**src/rtl/io_xbar_nib_fifo.sv**
```systemverilog
// io_xbar_nib_fifo
//   Receive-side network input buffer for one IO crossbar output port.
//   Flits from the upstream sender land in a BUFFER_SIZE-entry circular
//   FIFO. Each entry the consumer dequeues returns exactly one registered
//   yummy_out pulse, which keeps the upstream credit count exact.
//
// Ports
//   clk          sole clock, rising edge
//   rst_n        asynchronous active-low reset
//   data_in      flit from upstream sender
//   valid_in     data_in valid (write request)
//   yummy_out    one-cycle credit-return pulse per dequeued entry
//   data_out     head-of-FIFO flit (combinational read of storage)
//   valid_out    FIFO non-empty
//   thanks_in    consumer dequeues the head this cycle
//   overflow_err sticky dropped-write flag
//
// Optional feature macro: IO_XBAR_NIB_OVERFLOW_CHK_EN
//   defined   -> overflow_err latches on the first write dropped at full
//   undefined -> overflow_err tied to 0 (drop behaviour identical)

module io_xbar_nib_fifo #(
    parameter int DATA_WIDTH  = 64,
    parameter int BUFFER_SIZE = 4,
    parameter int BUFFER_BITS = 3
) (
    input  logic                  clk,
    input  logic                  rst_n,
    input  logic [DATA_WIDTH-1:0] data_in,
    input  logic                  valid_in,
    output logic                  yummy_out,
    output logic [DATA_WIDTH-1:0] data_out,
    output logic                  valid_out,
    input  logic                  thanks_in,
    output logic                  overflow_err
);

    localparam logic [BUFFER_BITS-1:0] LAST_IDX = BUFFER_BITS'(BUFFER_SIZE - 1);
    localparam logic [BUFFER_BITS-1:0] FULL_CNT = BUFFER_BITS'(BUFFER_SIZE);

    logic [DATA_WIDTH-1:0]  fifo_mem [BUFFER_SIZE];
    logic [BUFFER_BITS-1:0] wr_ptr;
    logic [BUFFER_BITS-1:0] rd_ptr;
    logic [BUFFER_BITS-1:0] count_f;
    logic                   yummy_f;
    logic                   full;
    logic                   deq;
    logic                   enq;

    // Wrap by explicit compare so non-power-of-two depths work.
    function automatic logic [BUFFER_BITS-1:0] ptr_inc(input logic [BUFFER_BITS-1:0] p);
        return (p == LAST_IDX) ? '0 : p + 1'b1;
    endfunction

    assign full = (count_f == FULL_CNT);
    assign deq  = thanks_in && (count_f != '0);
    // A write at full is still accepted when the head leaves this cycle.
    assign enq  = valid_in && (!full || deq);

    always_ff @(posedge clk or negedge rst_n) begin
        if (!rst_n) begin
            wr_ptr  <= '0;
            rd_ptr  <= '0;
            count_f <= '0;
            yummy_f <= 1'b0;
        end else begin
            if (enq) wr_ptr <= ptr_inc(wr_ptr);
            if (deq) rd_ptr <= ptr_inc(rd_ptr);
            case ({enq, deq})
                2'b10:   count_f <= count_f + 1'b1;
                2'b01:   count_f <= count_f - 1'b1;
                default: count_f <= count_f;
            endcase
            yummy_f <= deq;
        end
    end

    // Storage is intentionally not reset.
    always_ff @(posedge clk) begin
        for (int i = 0; i < BUFFER_SIZE; i++) begin
            if (enq && (wr_ptr == BUFFER_BITS'(i))) fifo_mem[i] <= data_in;
        end
    end

    // At full with simultaneous enq/deq and wr_ptr == rd_ptr, this still
    // shows the old head; the slot is overwritten at the edge.
    always_comb begin
        data_out = fifo_mem[0];
        for (int i = 0; i < BUFFER_SIZE; i++) begin
            if (rd_ptr == BUFFER_BITS'(i)) data_out = fifo_mem[i];
        end
    end

    assign valid_out = (count_f != '0);
    assign yummy_out = yummy_f;

`ifdef IO_XBAR_NIB_OVERFLOW_CHK_EN
    logic err_f;

    always_ff @(posedge clk or negedge rst_n) begin
        if (!rst_n) begin
            err_f <= 1'b0;
        end else if (valid_in && full && !deq) begin
            err_f <= 1'b1;
        end
    end

    assign overflow_err = err_f;
`else
    assign overflow_err = 1'b0;
`endif

endmodule
```
**config.mk**
```make
export PLATFORM = sky130hd
export DESIGN_NAME = io_xbar_nib_fifo
export DESIGN_NICKNAME = d
export VERILOG_FILES = /design/src/rtl/io_xbar_nib_fifo.sv
export SDC_FILE = /design/constraint.sdc
export NUM_CORES = 1
export LEC_CHECK = 0
export BUFFER_PORTS_ARGS = -buffer_cell sky130_fd_sc_hd__buf_4
export CAP_MARGIN = 20
export CORE_MARGIN = 3
export CORE_UTILIZATION = 52
export CTS_CLUSTER_SIZE = 8
export DETAILED_ROUTE_END_ITERATION = 6
export GPL_TIMING_DRIVEN = 0
export PLACE_DENSITY = 0.84
export REMOVE_ABC_BUFFERS = 1
export SETUP_SLACK_MARGIN = 0.05
export SLEW_MARGIN = 0
export SYNTH_ARGS = -nofsm -noshare
export SYNTH_HDL_FRONTEND = slang
export SYNTH_SLANG_ARGS = --single-unit
```
**constraint.sdc**
```tcl
create_clock -name clk -period 5.8 [get_ports clk]
set_input_delay 1.16 -clock clk [delete_from_list [all_inputs] [get_ports clk]]
set_output_delay 1.16 -clock clk [all_outputs]
set_load 0.02 [all_outputs]
```
==> results.yml <==
outcome:
  status: "completed"
clock_tree:
  cts_tree: "built"
  post_cts_resized: 0
  cts-root-buf: "clkbuf_16"
  cts_hold_buf: 0
  htree_levels: 2
  clk_latency_ns: 0.49
  cts_buffer_depth: 3
  path_clk_slew_ns: 0.05
  clock-sinks: 266
  cts_buffers: 39
  post_cts.repair.setup_buffers: 0
yosys:
  ys_seq_area_frac: 0.7539
  syn_inst: 685
  synth_edf_count: 256
  yosysTopAreaCellShare: 0.7301
  synth_largest_area_cell: "edfxtp_1"
  synth.avg_cell_area_sq_um: 15.37
  synth_flop_cell: "edfxtp_1"
  ys_seq_elements: 266
  synth.distinct_cells: 29
  syn_area_sq_mm: 0.01053
  async_reset_ff_frac: 0.03759
  synthTopCellsByArea: "edfxtp_1 (73%), a221o_1 (6.0%), a2bb2oi_1 (5.2%)"
  yosysWarnings: 0
floorplanning:
  die_area_sq_mm: 0.02199
  start_util: 0.5357
  pin_count: 135
  rows: 51
  die_w_um: 148.3
  core_area_sq_mm: 0.01965
  die_h_um: 148.3
cells_and_area:
  stdcell_area_sq_mm: 0.01320
  n_fill_cell: 1327
  n_antenna_cell: 0
  ff_latch_area_sq_mm: 0.007941
  final_cells: 1118
  fin_nets: 914
  final_layout_size_suffix_gt1_frac: 0.2497
  area_growth_pct: 25.32
  multiInputGateArea_sq_mm: 0.002161
power_and_ir_drop:
  p_sw_uw: 2639
  clockPowerShare: 0.254
  p_leak_uw: 0.004953
  p_seq_frac: 0.336
  switching_share: 0.3379
  power.density_mw_per_mm2: 591.7
  peakVddDrop_mv: 0.4518
  p_comb_frac: 0.409
  p_int_uw: 5169
routing:
  postRouteAntennaNets: 0
  drtPass1Iterations: 4
  post-route-drc-count: 0
  wire_per_inst_um: 19.94
  routed_wl_um: 22290
  viasPerCell: 5.676
  first_iter_violations: 373
  vias: 6346
global_route:
  grt_max_degree: 70
  grt_pass1_vias: 6669
  grt_first_pass_wirelength_um: 35380
  antenna_found_initial: 0
  grt.total_usage: 0.2035
  grt_overflow: 0
setup_path:
  endpoint_kind: "primary output"
  crit_required_ns: 4.64
  cp_max_fo: 69
  arrival_ns: 3.58
  startpoint_type: "flip-flop"
  worstSetupPathType: "flip-flop to primary output"
placement:
  placed_area_sq_mm: 0.01210
  dp_cells: 1061
  dp_hpwl_um: 13360
  gp_congestion: 0.7231
  io_buffers: 133
timing:
  period_share: 0.8167
  fin_worst_skew_ns: 0.009046
  slew_headroom: 0.3766
  finalHoldViolCount: 0
  clock.fmax_mhz: 211.1
  setup_viol: 0
  timing.hold.ws_ns: 0.4890
  slew_violations: 0
  worst_slew_pin_slew_ns: 0.9351
  rsz0062_at_grt: "false"
  period_needed_ns: 4.737
job:
  maxCapViolCount: 0
worst_hold_path:
  holdCritPathClass: "input pin to async pin"
-- final timing paths --
path,from,end,slack (ns),cells after the start
min,rst_n,count_f[0]$_DFFE_PN0P_,0.49,1
min in group clk,count_f[0]$_DFFE_PN0P_,count_f[0]$_DFFE_PN0P_,0.60,1
max in group asynchronous,rst_n,rd_ptr[2]$_DFFE_PN0P_,5.15,1
max,rd_ptr[0]$_DFFE_PN0P_,data_out[62],1.06,8
min reg2reg,count_f[0]$_DFFE_PN0P_,count_f[0]$_DFFE_PN0P_,0.60,1
max reg2reg,count_f[1]$_DFFE_PN0P_,count_f[2]$_DFFE_PN0P_,3.36,7
-- state kept, by name, indices dropped and copies added, names as in the netlist --
name,count
fifo_mem,256
rd_ptr,3
yummy_out,1
count_f,3
wr_ptr,3
-- cells by family after synthesis --
| logic type | Yosys count | share of synthesized area |
|---|---|---|
| AOI/OAI and AO/OA | 199 | 0.1502 |
| buffers and inverters | 123 | 0.04730 |
| and+or+nand+nor | 81 | 0.03149 |
| xor gates and xnor gates | 3 | 0.002496 |
| other | 1 | 0.0003562 |
| muxes | 3 | 0.002852 |
| adders and majority gates | 9 | 0.01141 |
| DFF | 266 | 0.7539 |
-- placed cells by master (no fill, tap or decap), types with 2 or more instances in the layout --
cell type  count
edfxtp_1     256
buf_4        133
inv_1         73
nor2_1        65
a21oi_1       64
a221o_1       63
a2bb2oi_1     63
clkbuf_16     41
buf_6         20
clkbuf_1      15
dfrtp_1        9
ha_1           5
nand2_1        4
o21ai_0        4
nor3b_2        3
or3_1          3
mux2i_1        3
ha_4           3
buf_12         3
buf_16         3
nor2_4         2
nor2b_1        2
xnor2_1        2
buf_8          2
-- routing by layer --
| metal | vias to the layer above | routed length (um) | global-route usage |
|---|---|---|---|
| met4 | 0 | 399 | 0.04988 |
| met3 | 40 | 1353 | 0.04601 |
| met2 | 198 | 11520 | 0.3478 |
| li1 | 2929 | - | - |
| met5 | - | 0 | 0 |
| met1 | 3179 | 9024 | 0.2684 |
-- worst max-delay path, stage by stage, from the launching register on --
cell,delay [ns]
dfrtp_1,0.46
inv_1,0.15
ha_4,0.61
buf_16,0.34
nor3_1,0.14
nor2_4,0.59
buf_12,0.27
a2bb2oi_1,0.25
buf_4,0.19
-- cells in the mapped netlist, types with 3 or more instances --
master,n
nand2_1,4
edfxtp_1,256
a2bb2oi_1,63
buf_4,4
clkbuf_1,20
a21oi_1,64
nor3b_1,3
nor2_1,67
or3_1,3
dfrtp_1,10
a221o_1,63
inv_1,73
buf_1,9
ha_1,8
mux2i_1,3
o21ai_0,4
buf_2,17
-- area by class of cell --
cell class | count | share of cell area
multi-input combinational | 296 | 0.1638
clock buffer | 56 | 0.08202
inverter | 73 | 0.02077
sequential | 266 | 0.6018
tap | 265 | 0.02513
clock inverter | 1 | 0.0006638
timing repair buffer | 161 | 0.1058
-- stage by stage --
step / setup TNS [ns] / util / power [uW] / setup WS (ns)
floorplan: -204.49 / - / 4639 / -0.8722
global placement: -1197.70 / 0.5920 / 5907 / -4.763
detailed placement: 0 / 0.6159 / 5872 / 1.578
CTS: 0 / 0.6714 / 7892 / 1.038
global route: 0 / 0.6714 / 8198 / 0.8242
finish: 0 / 0.6714 / 7808 / 1.063
-- power groups by stage --
stage / Sequential [uW] / Clock (uW) / Combinational [uW]
floorplan: 2690 / 0 / 1950
CTS: 2630 / 2020 / 3240
finish: 2630 / 1990 / 3190
detailed placement: 2660 / 0 / 3210
global route: 2650 / 2120 / 3430
global placement: 2740 / 0 / 3160
(Power assumes the default switching activity.)
